==> src/rtl/approx_pattern_matcher.sv <==
// Masked 16-bit pattern scored at all 17 alignments of a 32-bit text word; reports best score and tie map.
// Latency: 1 cycle (combinational scoring, registered result on the accepting clk edge).
// Backpressure: none; accepts one word per clock whenever in_valid is high, never stalls.
module approx_pattern_matcher (
  input  logic        clk,
  input  logic        rst_n,
  input  logic        in_valid,
  input  logic [31:0] a,
  input  logic [31:0] b,
  output logic        out_valid,
  output logic [31:0] y
);

  localparam int NALIGN = 17;
  localparam int PLEN   = 16;

  logic [15:0] pat;
  logic [15:0] care;
  logic [4:0]  score [NALIGN];
  logic [4:0]  top;
  logic [16:0] loc;

  logic        vld_q, vld_d;
  logic [31:0] y_q, y_d;

  assign pat  = a[31:16];
  assign care = a[15:0];

  // Per-alignment popcount of masked XNOR; don't-care bits always count as matches.
  always_comb begin
    for (int k = 0; k < NALIGN; k++) begin
      score[k] = 5'd0;
      for (int i = 0; i < PLEN; i++) begin
        score[k] = score[k] + 5'(~care[i] | ~(b[k+i] ^ pat[i]));
      end
    end
  end

  // Max reduction over all alignments, then flag every alignment that reaches it.
  always_comb begin
    top = 5'd0;
    loc = 17'd0;
    for (int k = 0; k < NALIGN; k++) begin
      if (score[k] > top) top = score[k];
    end
    for (int k = 0; k < NALIGN; k++) begin
      loc[k] = (score[k] == top);
    end
  end

  // Next-state: capture a new result only on accepted input, otherwise hold y.
  always_comb begin
    vld_d = in_valid;
    y_d   = y_q;
    if (in_valid) y_d = {3'b000, top, 7'b0000000, loc};
  end

  // Output registers; reset discards any in-flight result immediately.
  always_ff @(posedge clk or negedge rst_n) begin
    if (!rst_n) begin
      vld_q <= 1'b0;
      y_q   <= 32'h0;
    end else begin
      vld_q <= vld_d;
      y_q   <= y_d;
    end
  end

  assign out_valid = vld_q;
  assign y         = y_q;

endmodule

==> config.mk <==
export PLATFORM = sky130hd
export DESIGN_NAME = approx_pattern_matcher
export DESIGN_NICKNAME = d
export VERILOG_FILES = /design/src/rtl/approx_pattern_matcher.sv
export SDC_FILE = /design/constraint.sdc
export NUM_CORES = 1
export LEC_CHECK = 0
export CORE_MARGIN = 5
export CORE_UTILIZATION = 45
export DETAILED_ROUTE_END_ITERATION = 12
export GPL_TIMING_DRIVEN = 0
export PLACE_DENSITY = 0.65
export SETUP_SLACK_MARGIN = 0.05
export SLEW_MARGIN = 20
export SYNTH_ARGS = -nofsm -noshare
export SYNTH_HDL_FRONTEND = slang
export SYNTH_SLANG_ARGS = --single-unit
==> constraint.sdc <==
create_clock -name clk -period 1 [get_ports clk]
set_clock_uncertainty 0.05 [all_clocks]
set_input_delay 0.15 -clock clk [delete_from_list [all_inputs] [get_ports clk]]
set_output_delay 0.15 -clock clk [all_outputs]
set_load 0.02 [all_outputs]
==> impl_metrics.env, run 1 <==
export IMPL_place_inst=2625
export IMPL_ys_warnings_count=0
export IMPL_gr_total_overflow=0
export IMPL_cts_tree="done"
export IMPL_syn_to_final_growth_pct=31.9
export IMPL_busiest_layer="met2"
export IMPL_grt_util_met3_pct=2.94
export IMPL_crit_type="primary input to flop"
export IMPL_place_hpwl_um=50100
export IMPL_die_area_um2=41900
export IMPL_synth_area_um2=17100
export IMPL_ys_ff_latch=23
export IMPL_slew_headroom_pct=28.6
export IMPL_drv_slew=0
export IMPL_fp_dieH_um=205
export IMPL_antenna_found_initial=1
export IMPL_initialDrtViolationCount=1186
export IMPL_grtUsageMet1_pct=38.6
export IMPL_final_cells=2838
export IMPL_rr_endpoint="y[9]$_DFFE_PN0P_"
export IMPL_die_w_um=205
export IMPL_setup_ws_ns=-23.71
export IMPL_setup_violations=37
export IMPL_timing_final_crit_share_pct=2470
export IMPL_end_kind="flop"
export IMPL_synth_edf_count=0
export IMPL_startpoint="a[16]"
export IMPL_final_cell_mix="xor2_1 (306), nand2_1 (239), buf_4 (203)"
export IMPL_dr_pass1_iters=6
export IMPL_fmax_mhz=40.5
export IMPL_routedWlPerCell_um=22.6
export IMPL_cp_required_ns=1.12
export IMPL_cp_slowest_stage_delay_ns=0.58
export IMPL_gp_congestion=0.994
export IMPL_ys_flop_type="dfrtp_1"
export IMPL_htreeDepth=1
export IMPL_start_kind="primary input"
export IMPL_drive_gt1_share_pct=27.8
export IMPL_ctsLongestPathBuffers=2
export IMPL_hp_class="primary input to async pin"
export IMPL_final_area_um2=22500
export IMPL_grt_start_max_net_pins=24
export IMPL_critPathSlowestCell="fa_2"
export IMPL_status="finished with violations"
export IMPL_clk_pin_slew_worst_paths_ns=0.07
export IMPL_portBuffers=43
export IMPL_r2r_start="y[9]$_DFFE_PN0P_"
export IMPL_async_flop_share_pct=100
export IMPL_final_net_count=2730
export IMPL_r2r_cells=3
export IMPL_critical_path_most_common_cell="a21o_1"
export IMPL_synth_area_leaders="fa_1 (20%), xor2_1 (16%), ha_1 (12%)"
export IMPL_worst_pin_slew_ns=1.07
export IMPL_yosysTopAreaCellShare_pct=19.9
export IMPL_r2r_setup_slack_ns=0.09
export IMPL_cpLargestDelayFamily="compound AO/OA/AOI/OAI gates"
export IMPL_yosysTopAreaCell="fa_1"
export IMPL_post_synth_num_cell_types=99
export IMPL_route_detailed_drc=0
export IMPL_critPathBufInv=21
export IMPL_worst_ep_arrival_time_ns=24.82
export IMPL_clock_latency_ns=0.28
export IMPL_num_vias=16304
export IMPL_start_util_pct=45.5
export IMPL_root_buffer="clkbuf_16"
export IMPL_cts_buffers=3
export IMPL_whs_ns=0.291
export IMPL_failed_checks="negative setup slack"
export IMPL_core_um2=37600
export IMPL_routed_wl_um=64200
export IMPL_row_count=71
export IMPL_vias_per_cell=5.74
export IMPL_layout_min_cycle_time_ns=24.71
export IMPL_final_common_cell="xor2_1"
export IMPL_hold_violations=0
export IMPL_diodes=0
export IMPL_first_global_vias=16881
export IMPL_use_met2_pct=49.5
export IMPL_cts_num_sinks=23
export IMPL_num_io_pins=100
export IMPL_grt_usage_pct=29.5
export IMPL_syn_area_per_cell_um2=8.29
export IMPL_cap_viol_max_count=0
export IMPL_path_max_fanout=9
export IMPL_netlist_instances=2061
export IMPL_postPlaceCellArea_um2=19100
export IMPL_grt_pass1_wl_um=96600
export IMPL_ant_nets=0
export IMPL_ys_seq_area_share_pct=3.37
export IMPL_rsz0062_at_grt="true"
[metal layers]
| metal | routed length, um | part of all wire (%) | vias to the layer above |
|---|---|---|---|
| li1 | - | - | 7369 |
| met1 | 26400 | 41 | 7951 |
| met2 | 29900 | 47 | 769 |
| met3 | 4210 | 6.6 | 213 |
| met4 | 3610 | 5.6 | 2 |
| met5 | 15 | 0.023 | - |
[sequential cells by signal, indices dropped and copies added, names as in the netlist]
signal	cells
out_valid	1
y	22
[worst max-delay path by stage]
stage                                   end  slack [ns]  cells past startpoint
after floorplan           y[11]$_DFFE_PN0P_      -22.95                    131
after global placement    y[11]$_DFFE_PN0P_      -27.49                    126
after detailed placement  y[11]$_DFFE_PN0P_      -27.76                    126
after CTS                 y[10]$_DFFE_PN0P_      -23.31                    131
after global routing       y[0]$_DFFE_PN0P_      -24.57                    133
final                      y[5]$_DFFE_PN0P_      -23.71                    128
[per-stage QoR]
step                      utilization (%)  setup WS [ns]  TNS, ns
after floorplan                         -         -22.95  -498.49
after global placement               50.9         -27.49  -613.59
after detailed placement             51.0         -27.76  -606.85
after CTS                            57.6         -23.31  -507.74
after global routing                 59.9         -24.57  -537.33
final                                59.9         -23.71  -517.86
[synth_stat cells (all sizes together), types with 9 or more instances]
library cell,count
dfrtp,23
a21o,57
fa,170
o2111ai,23
o21ai,59
a211oi,12
nor3,29
clkbuf,96
nor2,64
and3,28
nand2,260
mux2i,23
xnor2,129
inv,146
nand3,26
o221ai,9
xor2,307
mux2,18
ha,165
buf,47
and2,116
nor2b,17
o41ai,11
o21a,11
a21oi,86
a31oi,15
[cells by family after synthesis]
| logic type | after synthesis | synth area share, % |
|---|---|---|
| other | 1 | 0.0220 |
| buffers and inverters | 291 | 6.98 |
| flip-flops | 23 | 3.37 |
| AO/OA/AOI/OAI | 358 | 16.2 |
| multiplexers | 41 | 2.53 |
| XOR/XNOR | 436 | 22.6 |
| AND/OR/NAND/NOR | 576 | 16.3 |
| adder cells (fa/ha/maj) | 335 | 32.0 |
[final cells by class]
cell class                      count  area, um^2
Multi-Input combinational cell   1757       17200
Timing Repair Buffer              253        2180
Buffer                            142        1250
Sequential cell                    23         576
Fill cell                        3197       15100
Clock inverter                      1        5.00
Clock buffer                        3        75.1
Tap cell                          511         639
Inverter                          148         571
[repair_timing]
item / in CTS / in global routing
setup endpoints to repair: 45 / 68
endpoints found under the hold margin: 23 / 0
hold buffers: 1 / 0
cloned: 2 / 1
buffers inserted: 154 / 52
resized for setup: 409 / 94
pin swaps: 136 / 111
Power of run 1 is not shown: default switching activity piles up to over one toggle a cycle in this logic, so the estimate is an artifact.
==> run 2: changes to the inputs <==
--- a/config.mk
+++ b/config.mk
@@ -8,8 +8,9 @@
 export CORE_MARGIN = 5
 export CORE_UTILIZATION = 45
 export DETAILED_ROUTE_END_ITERATION = 12
+export DONT_BUFFER_PORTS = 1
 export GPL_TIMING_DRIVEN = 0
-export PLACE_DENSITY = 0.65
+export PLACE_DENSITY = 0.62
 export SETUP_SLACK_MARGIN = 0.05
 export SLEW_MARGIN = 20
 export SYNTH_ARGS = -nofsm -noshare
==> run 2 against run 1 <==
- the flow still finishes with violations (negative setup slack)
- utilization is 1.9 points lower
- count of clock-buffer cells in the layout is the same
- worst setup slack got worse by 0.34 ns
==> impl_metrics.env, run 2 (synthesis gave the netlist of run 1 again) <==
export IMPL_worst_pin_slew_ns=1.17
export IMPL_setup_ws_ns=-24.04
export IMPL_cts_num_sinks=23
export IMPL_layout_min_cycle_time_ns=25.04
export IMPL_slew_headroom_pct=21.8
export IMPL_initialDrtViolationCount=1098
export IMPL_rsz0062_at_grt="true"
export IMPL_largest_register_ffs=22
export IMPL_place_hpwl_um=50100
export IMPL_final_cell_mix="xor2_1 (306), nand2_1 (240), buf_4 (178)"
export IMPL_place_ws_ns=-27.30
export IMPL_fill_cells=3284
export IMPL_grt_start_max_net_pins=24
export IMPL_r2r_cells=1
export IMPL_cp_slowest_stage_delay_ns=0.60
export IMPL_routedWlPerCell_um=22.9
export IMPL_die_area_um2=41900
export IMPL_row_count=71
export IMPL_antenna_found_initial=3
export IMPL_root_buffer="clkbuf_16"
export IMPL_die_w_um=205
export IMPL_final_core_util_pct=58.0
export IMPL_cap_viol_max_count=0
export IMPL_start_kind="primary input"
export IMPL_r2r_setup_slack_ns=0.10
export IMPL_syn_to_final_growth_pct=27.6
export IMPL_crit_type="primary input to flop"
export IMPL_route_detailed_drc=0
export IMPL_grt_pass1_wl_um=95800
export IMPL_num_io_pins=100
export IMPL_cp_required_ns=1.11
export IMPL_critPathSlowestCell="fa_1"
export IMPL_gp_congestion=0.996
export IMPL_num_vias=15970
export IMPL_fmax_mhz=39.9
export IMPL_htreeDepth=1
export IMPL_cts_buffers=3
export IMPL_ctsLongestPathBuffers=2
export IMPL_vias_per_cell=5.74
export IMPL_start_util_pct=45.5
export IMPL_drv_slew=0
export IMPL_hold_violations=0
export IMPL_drive_gt1_share_pct=26.8
export IMPL_core_um2=37600
export IMPL_end_kind="flop"
export IMPL_critical_path_most_common_cell="and3_4"
export IMPL_first_global_vias=16374
export IMPL_final_net_count=2672
export IMPL_final_common_cell="xor2_1"
export IMPL_clock_latency_ns=0.27
export IMPL_rr_endpoint="y[28]$_DFFE_PN0P_"
export IMPL_timing_final_crit_share_pct=2500
export IMPL_clk_pin_slew_worst_paths_ns=0.07
export IMPL_setup_violations=22
export IMPL_gr_total_overflow=0
export IMPL_dr_pass1_iters=7
export IMPL_ant_nets=0
export IMPL_routed_wl_um=63700
export IMPL_failed_checks="negative setup slack"
export IMPL_portBuffers=0
export IMPL_status="finished with violations"
export IMPL_worst_ep_arrival_time_ns=25.16
export IMPL_grt_usage_pct=29.4
export IMPL_path_max_fanout=10
export IMPL_hp_class="primary input to async pin"
export IMPL_r2r_start="y[28]$_DFFE_PN0P_"
export IMPL_cts_tree="done"
export IMPL_fp_dieH_um=205
## run 2: worst max-delay path by stage
| stage | start | end | cells after the start |
|---|---|---|---|
| floorplan | a[29] | y[11]$_DFFE_PN0P_ | 131 |
| global placement | b[14] | y[11]$_DFFE_PN0P_ | 126 |
| detailed placement | b[14] | y[11]$_DFFE_PN0P_ | 127 |
| CTS | a[31] | y[10]$_DFFE_PN0P_ | 132 |
| global route | a[29] | y[8]$_DFFE_PN0P_ | 135 |
| finish | a[29] | y[11]$_DFFE_PN0P_ | 131 |
## run 2: timing repair
item                                    4_1_cts  5_1_grt
endpoints found under the setup margin       38       36
hold endpoints to repair                     24        0
pin swaps                                   127       93
resized for setup                           228       98
cloned                                        2        0
buffers inserted                            145       47
hold buffers                                  3        0
## run 2: routing by layer
layer	vias to the layer above	wire [um]	global-route usage (%)	share of wire, %
met4	4	3250	13.0	5.1
met5	-	29	0	0.046
li1	7252	-	-	-
met1	7781	26000	37.6	41
met3	202	4210	3.66	6.6
met2	731	30200	50.0	47
## run 2: worst max-delay path: cells and delay by family
| family | cells | cell delay (ns) |
|---|---|---|
| buf+inv | 17 | 2.24 |
| mux | 2 | 0.60 |
| fa+ha+maj | 22 | 7.29 |
| simple gates | 34 | 4.76 |
| compound gates | 54 | 9.78 |
| xor+xnor | 2 | 0.26 |
## run 2: through the flow
| stage | TNS [ns] | area, um^2 | std cells | hold WS (ns) |
|---|---|---|---|---|
| 2_1_floorplan | -498.49 | 18100 | 2070 | -0.196 |
| 3_3_place_gp | -589.60 | 18700 | 2581 | -0.195 |
| 3_5_place_dp | -592.63 | 18700 | 2582 | -0.195 |
| 4_1_cts | -512.56 | 21100 | 2735 | 0.252 |
| 5_1_grt | -539.82 | 21800 | 2780 | 0.297 |
| 6_report | -522.72 | 21800 | 2781 | 0.263 |
## run 2: final cells by class
cell class,count,area [um^2],area share (%)
Buffer,142,1140,5.21
Multi-Input combinational cell,1756,17200,78.8
Clock inverter,1,5.00,0.0230
Antenna cell,1,2.50,0.0115
Clock buffer,3,75.1,0.344
Timing Repair Buffer,196,1600,7.33
Sequential cell,23,603,2.77
Tap cell,511,639,2.93
Inverter,148,563,2.58
Power of run 2 is left out for the same reason.
